## config.mk

```make
export PLATFORM = sky130hd
export DESIGN_NAME = l2_control_nway
export DESIGN_NICKNAME = d
export VERILOG_FILES = /design/src/rtl/l2_types_pkg.sv /design/src/rtl/l2_repl.sv /design/src/rtl/l2_control_nway.sv
export SDC_FILE = /design/constraint.sdc
export NUM_CORES = 1
export LEC_CHECK = 0
export CAP_MARGIN = 10
export CORE_MARGIN = 4
export CORE_UTILIZATION = 53
export CTS_BUF_LIST = sky130_fd_sc_hd__clkbuf_2
export CTS_CLUSTER_DIAMETER = 150
export DETAILED_ROUTE_END_ITERATION = 8
export GPL_TIMING_DRIVEN = 0
export PLACE_DENSITY_LB_ADDON = 0.12
export SLEW_MARGIN = 20
export SYNTH_ARGS = -nofsm -noshare
export SYNTH_HDL_FRONTEND = slang
export SYNTH_SLANG_ARGS = --single-unit
```

## constraint.sdc

```tcl
create_clock -name clk -period 3.6 [get_ports clk]
set_input_delay 0.36 -clock clk [delete_from_list [all_inputs] [get_ports clk]]
set_output_delay 0.36 -clock clk [all_outputs]
set_load 0.02 [all_outputs]
```

## src/rtl/l2_types_pkg.sv

```systemverilog
// Shared types for the L2 control path: FSM state encoding and datapath write modes.
// No logic lives here, so there is no latency or backpressure to describe.
// Imported by l2_repl and l2_control_nway.
package l2_types_pkg;

    typedef enum logic [1:0] {
        ST_ACCESS     = 2'd0,
        ST_WRITE_BACK = 2'd1,
        ST_ALLOCATE   = 2'd2
    } l2_state_t;

    localparam logic [1:0] DM_NONE = 2'b00;
    localparam logic [1:0] DM_BYTE = 2'b01;
    localparam logic [1:0] DM_LINE = 2'b10;

endpackage

```

## src/rtl/l2_repl.sv

```systemverilog
// Per-set replacement state: tree pseudo-LRU with L2_PLRU_EN, round-robin otherwise.
// The victim is combinational from the addressed set; touch/fill take effect on the next edge.
// No backpressure: touch and fill are single-cycle strobes from the control FSM.
module l2_repl
    import l2_types_pkg::*;
#(
    parameter int WAYS  = 4,
    parameter int SETS  = 8,
    parameter int IDX_W = $clog2(SETS),
    parameter int WAY_W = $clog2(WAYS)
) (
    input  logic             clk,
    input  logic             rst_n,
    input  logic [IDX_W-1:0] index,
    input  logic             touch,
    input  logic [WAY_W-1:0] touch_way,
    input  logic             fill,
    output logic [WAY_W-1:0] victim
);

`ifdef L2_PLRU_EN
    logic [WAYS-2:0] plru_q [SETS];
    logic [WAYS-2:0] plru_d;
    logic            unused_fill;

    assign unused_fill = fill;

    // Walk up from the touched leaf, pointing each ancestor at the other half.
    function automatic logic [WAYS-2:0] plru_touch(logic [WAYS-2:0] bits, logic [WAY_W-1:0] w);
        int n;
        int p;
        n = int'(w) + WAYS - 1;
        for (int l = 0; l < WAY_W; l++) begin
            p       = (n - 1) / 2;
            bits[p] = (n == 2 * p + 1);
            n       = p;
        end
        return bits;
    endfunction

    always_comb begin
        logic [WAYS-2:0] cur;
        int              node;
        cur  = plru_q[index];
        node = 0;
        for (int l = 0; l < WAY_W; l++) begin
            node = 2 * node + 1 + int'(cur[node]);
        end
        victim = WAY_W'(node - (WAYS - 1));
        plru_d = plru_touch(cur, touch_way);
    end

    always_ff @(posedge clk) begin
        if (!rst_n) begin
            for (int s = 0; s < SETS; s++) plru_q[s] <= '0;
        end else if (touch) begin
            plru_q[index] <= plru_d;
        end
    end
`else
    logic [WAY_W-1:0] rr_q [SETS];
    logic             unused_touch;

    assign unused_touch = touch ^ (^touch_way);
    assign victim       = rr_q[index];

    always_ff @(posedge clk) begin
        if (!rst_n) begin
            for (int s = 0; s < SETS; s++) rr_q[s] <= '0;
        end else if (fill) begin
            rr_q[index] <= rr_q[index] + WAY_W'(1);
        end
    end
`endif

endmodule

```

## src/rtl/l2_control_nway.sv

```systemverilog
// Control FSM for the N-way write-back L2 (replacement policy selected by L2_PLRU_EN).
// Hits complete combinationally in the request cycle; misses stall in WRITE_BACK/ALLOCATE.
// Physical-memory strobes hold until pmem_resp; the CPU holds its request until mem_resp.
module l2_control_nway
    import l2_types_pkg::*;
#(
    parameter int WAYS  = 4,
    parameter int SETS  = 8,
    parameter int IDX_W = $clog2(SETS),
    parameter int WAY_W = $clog2(WAYS)
) (
    input  logic             clk,
    input  logic             rst_n,
    input  logic             read_array,
    input  logic             write_array,
    input  logic [IDX_W-1:0] index,
    input  logic [WAYS-1:0]  hit,
    input  logic [WAYS-1:0]  valid,
    input  logic [WAYS-1:0]  dirty,
    input  logic             pmem_resp,
    output logic             mem_resp,
    output logic             pmem_read,
    output logic             pmem_write,
    output logic             pmem_select,
    output logic             data_select,
    output logic             dirty_select,
    output logic [1:0]       data_mode,
    output logic [WAYS-1:0]  way_load,
    output logic [WAY_W-1:0] way_sel
);

    l2_state_t        state_q, state_d;
    logic [WAY_W-1:0] victim_q, victim_d;
    logic [IDX_W-1:0] index_q, index_d;

    logic [WAYS-1:0]  eh;
    logic             hit_any, inv_any;
    logic [WAY_W-1:0] hit_way, inv_way, repl_victim, miss_victim;
    logic [IDX_W-1:0] repl_index;
    logic             touch, fill;

    assign eh      = hit & valid;
    assign hit_any = |eh;
    assign inv_any = ~&valid;

    always_comb begin
        hit_way = '0;
        inv_way = '0;
        for (int w = WAYS - 1; w >= 0; w--) begin
            if (eh[w])     hit_way = WAY_W'(w);
            if (!valid[w]) inv_way = WAY_W'(w);
        end
    end

    assign miss_victim = inv_any ? inv_way : repl_victim;
    // The fill targets the latched set, not whatever index the CPU shows now.
    assign repl_index  = (state_q == ST_ALLOCATE) ? index_q : index;

    l2_repl #(.WAYS(WAYS), .SETS(SETS), .IDX_W(IDX_W), .WAY_W(WAY_W)) u_repl (
        .clk       (clk),
        .rst_n     (rst_n),
        .index     (repl_index),
        .touch     (touch),
        .touch_way (hit_way),
        .fill      (fill),
        .victim    (repl_victim)
    );

    always_comb begin
        state_d      = state_q;
        victim_d     = victim_q;
        index_d      = index_q;
        touch        = 1'b0;
        fill         = 1'b0;
        mem_resp     = 1'b0;
        pmem_read    = 1'b0;
        pmem_write   = 1'b0;
        pmem_select  = 1'b0;
        data_select  = 1'b1;
        dirty_select = 1'b0;
        data_mode    = DM_NONE;
        way_load     = '0;
        way_sel      = '0;
        case (state_q)
            ST_ACCESS: begin
                if (read_array || write_array) begin
                    if (hit_any) begin
                        mem_resp = 1'b1;
                        way_sel  = hit_way;
                        touch    = 1'b1;
                        if (write_array) begin
                            way_load     = WAYS'(1) << hit_way;
                            data_mode    = DM_BYTE;
                            data_select  = 1'b0;
                            dirty_select = 1'b1;
                        end
                    end else begin
                        victim_d = miss_victim;
                        index_d  = index;
                        state_d  = (valid[miss_victim] && dirty[miss_victim])
                                   ? ST_WRITE_BACK : ST_ALLOCATE;
                    end
                end
            end
            ST_WRITE_BACK: begin
                pmem_write  = 1'b1;
                pmem_select = 1'b1;
                way_sel     = victim_q;
                if (pmem_resp) state_d = ST_ALLOCATE;
            end
            ST_ALLOCATE: begin
                pmem_read = 1'b1;
                way_sel   = victim_q;
                if (pmem_resp) begin
                    way_load  = WAYS'(1) << victim_q;
                    data_mode = DM_LINE;
                    fill      = 1'b1;
                    state_d   = ST_ACCESS;
                end
            end
            default: state_d = ST_ACCESS;
        endcase
        if (!rst_n) begin
            touch        = 1'b0;
            fill         = 1'b0;
            mem_resp     = 1'b0;
            pmem_read    = 1'b0;
            pmem_write   = 1'b0;
            pmem_select  = 1'b0;
            data_select  = 1'b1;
            dirty_select = 1'b0;
            data_mode    = DM_NONE;
            way_load     = '0;
            way_sel      = '0;
        end
    end

    always_ff @(posedge clk) begin
        if (!rst_n) begin
            state_q  <= ST_ACCESS;
            victim_q <= '0;
            index_q  <= '0;
        end else begin
            state_q  <= state_d;
            victim_q <= victim_d;
            index_q  <= index_d;
        end
    end

endmodule

```

# After elaboration in Yosys (flattened, before gate mapping)
# Memory sizes are Yosys's and may differ from the RTL's.
# Cells that the tools add are included.
# word_totals
ff_bits,7
mem_bits_rw,16
input_bits,20
out_inout_bits,14
word_cells,89
mem_count,1
# op_classes
n_addsub,1
magnitude_cmp,1
n_eq_ne,6
shift,2
mux,64
bitwise_logic,2
reduce_logical,9
# mem_list
name,depth,width,rd,rd_ports_with_merged_regs,write_ports,line_no,source
u_repl.rr_q,8,2,1,0,8,l2_repl.sv:61,logic [WAY_W-1:0] rr_q [SETS];
# ops
operator,n
2-bit 2-to-1 mux,20
1-bit 2-to-1 mux,31
4-bit 2-to-1 mux,5
"2-bit inequality test, second input constant",4
2-bit case mux with 2 select lines,2
4-bit case mux with 2 select lines,1
4-bit AND reduction,2
"1-bit by 2-bit << shifter with 4-bit output, first input constant",2
3-bit 2-to-1 mux,2
2-bit case mux with 3 select lines,1
4-bit bitwise AND,1
1-bit binary-select mux with 2-bit select,2
2-bit OR reduction,2
4-bit OR reduction,1
"2-bit by 3-bit < comparator with 1-bit output, second input constant",1
3-bit AND reduction,1
"2-bit by 1-bit adder with 2-bit output, second input constant",1
"2-bit by 1-bit equality test with 1-bit output, second input constant",1
"2-bit equality test, second input constant",1
2-bit zero test,1
1-bit logical AND,1
1-bit logical OR,1
1-bit NOT,1

# Logic depth before layout (Yosys ltp)
# Gate-level depths: netlist of the first run.
# depth
word_depth,12
ltp_mapped,11
mapped_depth_nobuf,8

# Hierarchy
# Synthesis of the first run repeated with hierarchy kept, for this count alone.
# hier_totals
hier_cells,175
hier_area_um2,1622.8
# modules_own_cells
module,n_inst,cells_per_inst,area_each_um2,seq_area_each_um2
l2_repl,1,79,892.1,480.5
l2_control_nway,1,96,730.7,140.1

# Worst setup path before layout of the first run
# No wires, ideal clock.
# synth_path
path_kind,register to register
from,register state_q[0]
to,register state_q[1]
setup_ns,0.122
arrival_ns,2.571
required_ns,3.478
setup_slack_ns,0.907
path_stages_with_launch,10
n_path_buf,1
period_less_slack_ns,2.693
path_cell_list,dfxtp_1 inv_1 ha_1 buf_6 mux2i_4 mux2_1 a22o_4 o311ai_4 mux2_4 a221o_1
# synth_between
elab_chain_len,11
word_cells_on_any_way,20
classes_between,eq/ne (6); mux (10); reduce/logical (3); memory (1)
# synth_lines
item,line_no,source
"start, declared",l2_control_nway.sv:32,"l2_state_t state_q, state_d;"
"start signal, assigned",l2_control_nway.sv:144,state_q <= state_d;
2-bit equality test,"l2_control_nway.sv:57, l2_control_nway.sv:84",
3-bit 2-to-1 mux,l2_control_nway.sv:57,assign repl_index = (state_q == ST_ALLOCATE) ? index_q : index;
memory 8 x 2 bit,n/a,
2-bit 2-to-1 mux,l2_control_nway.sv:55,assign miss_victim = inv_any ? inv_way : repl_victim;
1-bit binary-select mux with 2-bit select,l2_control_nway.sv:100,state_d = (valid[miss_victim] && dirty[miss_victim])
1-bit 2-to-1 mux (implied by the code),l2_control_nway.sv:100,
1-bit logical AND,l2_control_nway.sv:100,
2-bit 2-to-1 mux,l2_control_nway.sv:101,? ST_WRITE_BACK : ST_ALLOCATE;
2-bit 2-to-1 mux,l2_control_nway.sv:87,if (hit_any) begin
2-bit 2-to-1 mux,l2_control_nway.sv:86,if (read_array || write_array) begin
2-bit case mux with 3 select lines,l2_control_nway.sv:84,case (state_q)
# Parallel ways exist; a longest one is shown, timed or not. The select of a mux whose other input is x is not followed.
# A chain may end at the register's enable or synchronous reset.

==> results.toml, run 1 <==
[run_status]
run_status = "completed"

[clocking]
h_tree_depth = 1
cts.path.max_buffers = 2
post_cts.repair.setup_buffers = 0
cts_hold_repair.buffers = 0
clk_pin_slew_worst_paths_ns = 0.22
cts_tree = "yes"
numCtsBuffers = 3
cts_repair_resized_insts = 0
ctsRootBufferMaster = "sky130_fd_sc_hd__clkbuf_2"
cts.sink_count = 23
worstSkewPairLatency_ns = 0.35

[logic_synthesis]
ys_warn_count = 0
postSynthCellCount = 184
number_of_register_bits_inferred_by_synthesis = 23
synth_flop_cell = "sky130_fd_sc_hd__edfxtp_1"
postSynth.asyncResetShare = 0
synthesis.nets = 208
synth_area_um2 = 1680
cell_type_with_the_highest_aggregate_area_in_the_netlist = "sky130_fd_sc_hd__edfxtp_1"
yosys.cell_count.top_type = "sky130_fd_sc_hd__nand2_1"
synth_commonest_cells = "sky130_fd_sc_hd__nand2_1, sky130_fd_sc_hd__nor2_1, sky130_fd_sc_hd__edfxtp_1"
synth.top_cell.area_share = 0.286
post_synth_edffs = 16
post_synth.cell_area_avg_um2 = 9.13
synth.top_cells.by_area = "sky130_fd_sc_hd__edfxtp_1, sky130_fd_sc_hd__dfxtp_1, sky130_fd_sc_hd__nand2_1"
synth_seq_area_share = 0.370
synth.distinct_cells = 47

[timing]
hold_slack_ns = 0.521
worst_pin_slew_ns = 0.717
final_cycle_utilization_of_the_critical_path = 0.825
fmax_mhz = 337
slew_violations = 0
worst_slack_ns = 0.629
setup_viol_count_final = 0
min_period_ns = 2.97
final.setup.tns_ns = 0
rsz_0062_raised_after_global_routing = "no"
max-slew-margin-rel = 0.517
number_of_failing_hold_endpoints_at_the_final_stage = 0
final.setup_skew_ns = 0.0167

[setup_path]
worstSetupEndpointType = "flop"
worst-path-max-fanout = 10
critical_path_class = "reg2reg"
worst_ep_arrival_ns = 3.09
start_kind = "flop"
critPathRequiredTime_ns = 3.72

[flow_run]
cap_violations = 0

[finish]
design_area_um2 = 2080
layout.nets = 246
finish.utilization = 0.683
diodes = 0
final-instance-count-excl-fill = 265
drive_gt1_frac = 0.131
syn2layout_area_growth_pct = 24.1

[global_route]
groute.layer.met2.usage = 0.356
vias_in_the_first_global_route = 1528
grt_busiest_layer = "met2"
globalRouteTotalUtil = 0.204
grt_antenna_before_repair = 0
globalRouteMet1Util = 0.237
use_met3 = 0.0545
grt_max_degree = 14
grt_remaining_overflow = 0
grt_first_pass_wirelength_um = 6580

[placement]
pre_cts_ws_ns = 0.608
postPlaceCellArea_um2 = 2060
routability_congestion_estimate_from_global_placement = 0.765
detailedPlacementHpwl_um = 3190
port_buffers = 33
number_of_instances_in_the_placed_design = 261

[pwr]
cellLeakagePower_nw = 0.788
p_total_uw = 631
power.ir.vdd_worst_mv = 0.175
power_per_cell_area_nw_per_um2 = 303

[die]
die_area_um2 = 4130
placementRows = 20
initial_utilization = 0.550
floorplan.die.width_um = 64.3
design.portCount = 34
die_h_um = 64.3
placeableCoreArea_um2 = 3050

[min_path]
min-delay-path-class = "reg2reg"

[routing]
drt_iter0_drc = 90
drt_drc_violations_left = 0
antenna_violating_nets_post_route = 0
routed_wl_um = 3900
firstDrtPassIters = 5
num_vias = 1505
post_drt_via_cell_ratio = 5.68
wl_per_cell_um = 14.7
-- registers in the layout, summed over array words and instances, names as in the netlist --
name         flops
u_repl.rr_q     16
state_q          2
victim_q         2
index_q          3
-- worst max-delay path, stage by stage, from the launching register on --
cell                      delay [ns]
sky130_fd_sc_hd__dfxtp_1        0.44
sky130_fd_sc_hd__inv_1          0.09
sky130_fd_sc_hd__ha_1           0.21
sky130_fd_sc_hd__buf_6          0.13
sky130_fd_sc_hd__mux2i_4        0.41
sky130_fd_sc_hd__mux2_1         0.39
sky130_fd_sc_hd__a22o_4         0.28
sky130_fd_sc_hd__or2_1          0.22
sky130_fd_sc_hd__buf_6          0.16
sky130_fd_sc_hd__xor2_4         0.37
sky130_fd_sc_hd__nor2_2         0.06
-- area by class of cell --
| cell class | count | area, µm² |
|---|---|---|
| Buffer | 7 | 46.3 |
| Clock buffer | 3 | 15.0 |
| Clock inverter | 1 | 5.00 |
| Fill cell | 255 | 968 |
| Inverter | 5 | 18.8 |
| Multi-Input combinational cell | 149 | 993 |
| Sequential cell | 23 | 621 |
| Tap cell | 44 | 55.1 |
| Timing Repair Buffer | 33 | 330 |
-- final timing paths --
kind / start / cells after the start / slack [ns] / to
setup / recovery: state_q[0]$_SDFFE_PN0P_ / 10 / 0.63 / u_repl.rr_q[2][1]$_SDFFCE_PN0P_
hold / removal: index_q[0]$_SDFFE_PN0P_ / 2 / 0.52 / index_q[0]$_SDFFE_PN0P_
setup reg to reg: state_q[0]$_SDFFE_PN0P_ / 10 / 0.63 / u_repl.rr_q[2][1]$_SDFFCE_PN0P_
hold reg to reg: index_q[0]$_SDFFE_PN0P_ / 2 / 0.52 / index_q[0]$_SDFFE_PN0P_
-- cells in the final DEF (no fill, tap or decap), types with 3 or more instances in the layout --
master	synthesis	final
sky130_fd_sc_hd__a2111oi_0	5	5
sky130_fd_sc_hd__a21boi_0	3	3
sky130_fd_sc_hd__a21oi_1	3	3
sky130_fd_sc_hd__and2_1	5	5
sky130_fd_sc_hd__clkbuf_1	3	3
sky130_fd_sc_hd__clkbuf_2	0	3
sky130_fd_sc_hd__clkdlybuf4s50_1	0	33
sky130_fd_sc_hd__dfxtp_1	7	7
sky130_fd_sc_hd__edfxtp_1	16	16
sky130_fd_sc_hd__ha_1	4	4
sky130_fd_sc_hd__inv_1	5	5
sky130_fd_sc_hd__mux2i_1	5	5
sky130_fd_sc_hd__nand2_1	36	36
sky130_fd_sc_hd__nand2b_1	4	4
sky130_fd_sc_hd__nand3_1	7	7
sky130_fd_sc_hd__nor2_1	23	23
sky130_fd_sc_hd__nor2_2	8	8
sky130_fd_sc_hd__nor2b_1	3	3
sky130_fd_sc_hd__o21ai_0	6	6
-- power breakdown --
| group | switching [mW] | total, mW | leakage [nW] | internal [mW] |
|---|---|---|---|---|
| logic | 0.128 | 0.220 | 0.550 | 0.0921 |
| registers | 0.00784 | 0.302 | 0.222 | 0.294 |
| clock network | 0.0838 | 0.109 | 0.0164 | 0.0252 |
-- cells by family after synthesis --
| family | share of synthesized area |
|---|---|
| DFF | 0.370 |
| xor gates and xnor gates | 0.0164 |
| buffers and inverters | 0.0387 |
| AOI/OAI and AO/OA | 0.185 |
| and+or+nand+nor | 0.273 |
| muxes | 0.0879 |
| adders and majority gates | 0.0298 |
-- layer usage --
metal	vias to the layer above	share of wire
met2	59	0.51
met5	-	0
met1	702	0.41
met4	0	0.014
met3	8	0.064
li1	736	-
(Power assumes the default switching activity.)
==> run 2, diff against run 1 <==
Settings changed: CORE_UTILIZATION 53 to 48.
Clock period 3.6 ns to 2.4 ns, I/O delays scaled along.
==> run 2 against run 1 <==
The run now ends with setup timing left; power increased by 64%; first-iteration DRC count down 52%; sequential share of layout area shrank 2.4 points; routed wire length grew 4.3%; sequential power grew 50%; core utilization fell by 0.24 points; maximum frequency up 18%; setup slack lost 0.74 ns; count of clock-buffer cells in the layout stayed put; global-route usage is 0.37 points lower; clock skew down 0.0056 ns; critical path depth is 1 lower; largest power group unchanged.
==> results.toml, run 2 (synthesized netlist as in run 1, its figures left out) <==
[setup_path]
worst-path-max-fanout = 8
worst_ep_arrival_ns = 2.77
ff2ff_setup_slack_ns = -0.11
r2r.worst_path.cells = 9
start_kind = "flop"
critical_path_class = "reg2reg"
critical_path.reg2reg.startpoint = "state_q[0]$_SDFFE_PN0P_"
critPathRequiredTime_ns = 2.66
worstSetupEndpointType = "flop"
regToRegEndpoint = "state_q[1]$_SDFFE_PN0P_"
critPathLaunch = "state_q[0]$_SDFFE_PN0P_"

[timing]
number_of_failing_hold_endpoints_at_the_final_stage = 0
worst_slack_ns = -0.110
rsz_0062_raised_after_global_routing = "yes"
final.setup_skew_ns = 0.0111
min_period_ns = 2.51
final.setup.tns_ns = -0.845
slew_violations = 0
fmax_mhz = 398
worst_pin_slew_ns = 0.439
max-slew-margin-rel = 0.700
setup_viol_count_final = 10
final_cycle_utilization_of_the_critical_path = 1.05

[die]
die_h_um = 67.1
placeableCoreArea_um2 = 3360
design.portCount = 34
placementRows = 21
floorplan.die.width_um = 67.1
die_area_um2 = 4510
initial_utilization = 0.499

[finish]
register_with_the_most_flip_flops = "u_repl.rr_q"
layout.cells.most_common_list = "sky130_fd_sc_hd__nand2_1, sky130_fd_sc_hd__clkdlybuf4s50_1, sky130_fd_sc_hd__edfxtp_1, sky130_fd_sc_hd__nor2_1, sky130_fd_sc_hd__nor2_2"
diodes = 0
drive_gt1_frac = 0.262
syn2layout_area_growth_pct = 36.3
layout.nets = 258
final-instance-count-excl-fill = 279
largest_reg_flops = 16
most_common_cell_after_layout_fill_and_taps_aside = "sky130_fd_sc_hd__nand2_1"
top_regs = "u_repl.rr_q x16, index_q x3"

[pwr]
cellLeakagePower_nw = 0.900
p_total_mw = 1.03
power_per_cell_area_nw_per_um2 = 452
power.ir.vdd_worst_mv = 0.343

[min_path]
min-delay-path-class = "reg2reg"
worst_hold_startpoint = "index_q[0]$_SDFFE_PN0P_"
min_delay_worst_endpoint = "index_q[0]$_SDFFE_PN0P_"
hold_path_depth = 2

[clocking]
cts.path.max_buffers = 2
cts_tree = "yes"
worstSkewPairLatency_ns = 0.34
cts.sink_count = 23
numCtsBuffers = 3
ctsRootBufferMaster = "sky130_fd_sc_hd__clkbuf_2"
h_tree_depth = 1
clk_pin_slew_worst_paths_ns = 0.21

[routing]
routed_wl_um = 4070
antenna_violating_nets_post_route = 0
drt_drc_violations_left = 0
num_vias = 1534
wl_per_cell_um = 14.6
firstDrtPassIters = 4
drt_iter0_drc = 43
post_drt_via_cell_ratio = 5.50

[global_route]
globalRouteTotalUtil = 0.201
grt_first_pass_wirelength_um = 6830
grt_antenna_before_repair = 0
vias_in_the_first_global_route = 1531
grt_remaining_overflow = 0
grt_max_degree = 14

[placement]
detailedPlacementHpwl_um = 3190
port_buffers = 33
routability_congestion_estimate_from_global_placement = 0.742
number_of_instances_in_the_placed_design = 263

[run_status]
run_status = "complete, but fails checks"
failed_checks = "setup timing"

[flow_run]
cap_violations = 0
[run 2: changes by cell type in the layout (fill, tap and decap cells not counted), sizes merged]
cell           before  now
dlygate4sd2         0    5
clkbuf              6    8
clkdlybuf4s50      33   26
buf                 4   16
[run 2: metrics by stage]
stage                     instance area, µm²  hold WS, ns   util  setup WS (ns)
final                                   2290        0.525  0.680         -0.110
after global routing                    2290        0.533  0.680         -0.177
after CTS                               2220        0.529  0.659         -0.157
after detailed placement                2090        0.505  0.621         -0.469
after global placement                  2090        0.483  0.621         -0.405
after floorplan                         1700        0.396      -         -0.185
[run 2: worst max-delay path: stages (launching register included)]
cell and delay [ns]:
sky130_fd_sc_hd__dfxtp_2 0.37, sky130_fd_sc_hd__inv_2 0.06, sky130_fd_sc_hd__ha_4 0.15, sky130_fd_sc_hd__mux2i_4 0.24, sky130_fd_sc_hd__buf_12 0.15, sky130_fd_sc_hd__mux2_4 0.31, sky130_fd_sc_hd__a22o_4 0.26, sky130_fd_sc_hd__o311ai_4 0.30
sky130_fd_sc_hd__mux2_4 0.32, sky130_fd_sc_hd__a221o_1 0.25
[run 2: worst max-delay path by stage]
stage                                                 end  slack, ns
after floorplan                   state_q[1]$_SDFFE_PN0P_      -0.18
after global placement    u_repl.rr_q[6][1]$_SDFFCE_PN0P_      -0.41
after detailed placement  u_repl.rr_q[1][1]$_SDFFCE_PN0P_      -0.47
after CTS                         state_q[1]$_SDFFE_PN0P_      -0.16
after global routing              state_q[1]$_SDFFE_PN0P_      -0.18
final                             state_q[1]$_SDFFE_PN0P_      -0.11
[run 2: where the power goes]
part / internal (mW) / switching, mW
logic: 0.205 / 0.223
registers: 0.441 / 0.0123
clock network: 0.0377 / 0.115
[run 2: final cells by class]
class                      count  area, µm²
sequential                    23        626
tap                           46       57.6
multi-input combinational    149       1070
timing repair buffer          46        455
buffer                         6       36.3
clock buffer                   3       15.0
inverter                       5       18.8
clock inverter                 1       5.00
fill                         287       1070
[run 2: repair_timing]
item | in CTS | in global routing
endpoints found under the setup margin | 26 | 24
hold buffers | 0 | 0
pin swaps | 6 | 9
resized for setup | 15 | 28
buffers inserted | 12 | 1
cloned | 0 | 0
[run 2: routing by layer]
layer  vias to the layer above  routed length, µm  GRT usage
met3                         7                214     0.0433
met5                         -                  0          0
li1                        757                  -          -
met1                       724               1720      0.236
met2                        46               2090      0.366
met4                         0                 46     0.0557
==> run 3, diff against run 2 <==
Settings changed: ABC_CLOCK_PERIOD_IN_PS set to 2400, TNS_END_PERCENT set to 1.
==> run 3 against run 2 <==
The flow still finishes with violations (setup timing); combinational power decreased by 11%; first-iteration DRC count increased by 51%; final area shrank 4.2%; largest cell class unchanged.
==> results.toml, run 3 (synthesized netlist as in run 1, its figures left out) <==
[run_status]
run_status = "complete, but fails checks"
failed_checks = "setup timing"

[finish]
top_regs = "u_repl.rr_q x16, index_q x3"
drive_gt1_frac = 0.201
layout.nets = 254
diodes = 0
design_area_um2 = 2190
syn2layout_area_growth_pct = 30.6
layout.cells.most_common_list = "sky130_fd_sc_hd__nand2_1, sky130_fd_sc_hd__clkdlybuf4s50_1, sky130_fd_sc_hd__nor2_1, sky130_fd_sc_hd__edfxtp_1"
register_with_the_most_flip_flops = "u_repl.rr_q"
nFillCells = 316
largest_reg_flops = 16
most_common_cell_after_layout_fill_and_taps_aside = "sky130_fd_sc_hd__nand2_1"

[die]
die_h_um = 67.1
placeableCoreArea_um2 = 3360
die_area_um2 = 4510
placementRows = 21
design.portCount = 34
floorplan.die.width_um = 67.1
initial_utilization = 0.499

[placement]
detailedPlacementHpwl_um = 3190
routability_congestion_estimate_from_global_placement = 0.763
pre_cts_ws_ns = -0.443
port_buffers = 33
postPlaceCellArea_um2 = 2090

[routing]
post_drt_via_cell_ratio = 5.55
drt_drc_violations_left = 0
drt_iter0_drc = 65
routed_wl_um = 4010
wl_per_cell_um = 14.6
antenna_violating_nets_post_route = 0
firstDrtPassIters = 4
num_vias = 1527

[global_route]
grt_remaining_overflow = 0
use_met3 = 0.0399
groute.layer.met2.usage = 0.345
vias_in_the_first_global_route = 1477
grt_max_degree = 14
globalRouteMet1Util = 0.242
grt_first_pass_wirelength_um = 6610
grt_busiest_layer = "met2"
globalRouteTotalUtil = 0.194
grt_antenna_before_repair = 0

[setup_path]
worst-path-max-fanout = 10
timing.critical_path.mode_cell = "sky130_fd_sc_hd__buf_12"
start_kind = "flop"
ff2ff_setup_slack_ns = -0.12
worstPathCellList = "inv_2, ha_4, mux2i_4, buf_12, mux2_4, a22o_4, or2_1, buf_6, xor2_4, buf_12, nor2_2"
timing.critical_path.slowest_stage_cell = "sky130_fd_sc_hd__dfxtp_2"
critical_path_class = "reg2reg"
worstSetupEndpointType = "flop"
worst_ep_arrival_ns = 2.66
critPathRequiredTime_ns = 2.54
cpPeakStageDelay_ns = 0.37

[pwr]
comb_power_share = 0.384
power.ir.vdd_worst_mv = 0.277
internal-power_uw = 658
sequentialPowerShare = 0.454
switching_share = 0.340
power_per_cell_area_nw_per_um2 = 455
cellLeakagePower_nw = 0.870
clock_power_share = 0.162
power.net_switching_uw = 339

[timing]
worst_pin_slew_ns = 0.586
min_period_ns = 2.52
worst_slack_ns = -0.122
fmax_mhz = 396
rsz_0062_raised_after_global_routing = "yes"
setup_viol_count_final = 10
slew_violations = 0
number_of_failing_hold_endpoints_at_the_final_stage = 0
max-slew-margin-rel = 0.599
final_cycle_utilization_of_the_critical_path = 1.05
final.setup_skew_ns = 0.0140

[clocking]
cts_tree = "yes"
worstSkewPairLatency_ns = 0.36
clk_pin_slew_worst_paths_ns = 0.23
h_tree_depth = 1
numCtsBuffers = 3
ctsRootBufferMaster = "sky130_fd_sc_hd__clkbuf_2"
cts.sink_count = 23
cts.path.max_buffers = 2

[flow_run]
cap_violations = 0

[min_path]
min-delay-path-class = "in2reg"
-- run 3: cell count changes in the layout (fill, tap and decap cells not counted), moves of 2 or more --
| cell | before | now |
|---|---|---|
| sky130_fd_sc_hd__nor2_1 | 15 | 23 |
| sky130_fd_sc_hd__buf_6 | 6 | 1 |
| sky130_fd_sc_hd__nor2_2 | 11 | 8 |
| sky130_fd_sc_hd__clkbuf_2 | 6 | 4 |
| sky130_fd_sc_hd__o21ai_0 | 3 | 1 |
| sky130_fd_sc_hd__nor2_4 | 5 | 0 |
| sky130_fd_sc_hd__o21ai_1 | 3 | 5 |
-- run 3: per-stage QoR --
| stage | std cells | total power [mW] | setup TNS, ns | util | hold slack (ns) |
|---|---|---|---|---|---|
| 6_report | 275 | 0.997 | -1.04 | 0.652 | 0.520 |
| 3_3_place_gp | 263 | 0.784 | -3.93 | 0.621 | 0.483 |
| 3_5_place_dp | 263 | 0.795 | -4.45 | 0.621 | 0.501 |
| 2_1_floorplan | 184 | 0.684 | -1.53 | - | 0.396 |
| 5_1_grt | 275 | 1.05 | -1.65 | 0.652 | 0.540 |
| 4_1_cts | 272 | 0.988 | -1.80 | 0.644 | 0.507 |
-- run 3: final timing paths --
| check | start | depth (start not counted) | end |
|---|---|---|---|
| max | state_q[0]$_SDFFE_PN0P_ | 11 | u_repl.rr_q[5][1]$_SDFFCE_PN0P_ |
| min | index[0] | 3 | index_q[0]$_SDFFE_PN0P_ |
| max reg2reg | state_q[0]$_SDFFE_PN0P_ | 11 | u_repl.rr_q[5][1]$_SDFFCE_PN0P_ |
| min reg2reg | index_q[0]$_SDFFE_PN0P_ | 2 | index_q[0]$_SDFFE_PN0P_ |
-- run 3: what timing repair did --
action / in CTS / in global routing
pin swaps: 4 / 2
gates resized for setup: 11 / 11
buffers inserted: 5 / 4
endpoints found under the hold margin: 0 / 0
endpoints found under the setup margin: 27 / 18
hold buffers: 0 / 0
-- run 3: final cells by class --
cell class                 instances  area (µm²)  share of cell area
buffer                             6        36.3              0.0165
clock buffer                       3        15.0             0.00685
clock inverter                     1        5.00             0.00228
inverter                           5        18.8             0.00856
multi-input combinational        149        1020               0.467
sequential                        23         626               0.285
tap                               46        57.6              0.0262
timing repair buffer              42         412               0.188
-- run 3: per-layer routing --
metal / up-vias / wire, µm
li1: 750 / -
met1: 730 / 1740
met2: 41 / 2020
met3: 6 / 208
met4: 0 / 41
met5: - / 0
-- run 3: power by group through the flow --
stage          Combinational [mW]  Sequential [mW]  Clock (mW)
2_1_floorplan               0.225            0.458           0
3_3_place_gp                0.324            0.461           0
3_5_place_dp                0.333            0.462           0
4_1_cts                     0.372            0.453       0.162
5_1_grt                     0.412            0.456       0.181
6_report                    0.383            0.453       0.162
-- run 3: critical path, delay by kind of cell (launching register included) --
family | cells | cell delay, ns
flip-flops | 1 | 0.37
AO/OA/AOI/OAI | 1 | 0.27
buffers and inverters | 4 | 0.53
AND/OR/NAND/NOR | 2 | 0.28
XOR/XNOR | 1 | 0.15
adder cells (fa/ha/maj) | 1 | 0.15
multiplexers | 2 | 0.55
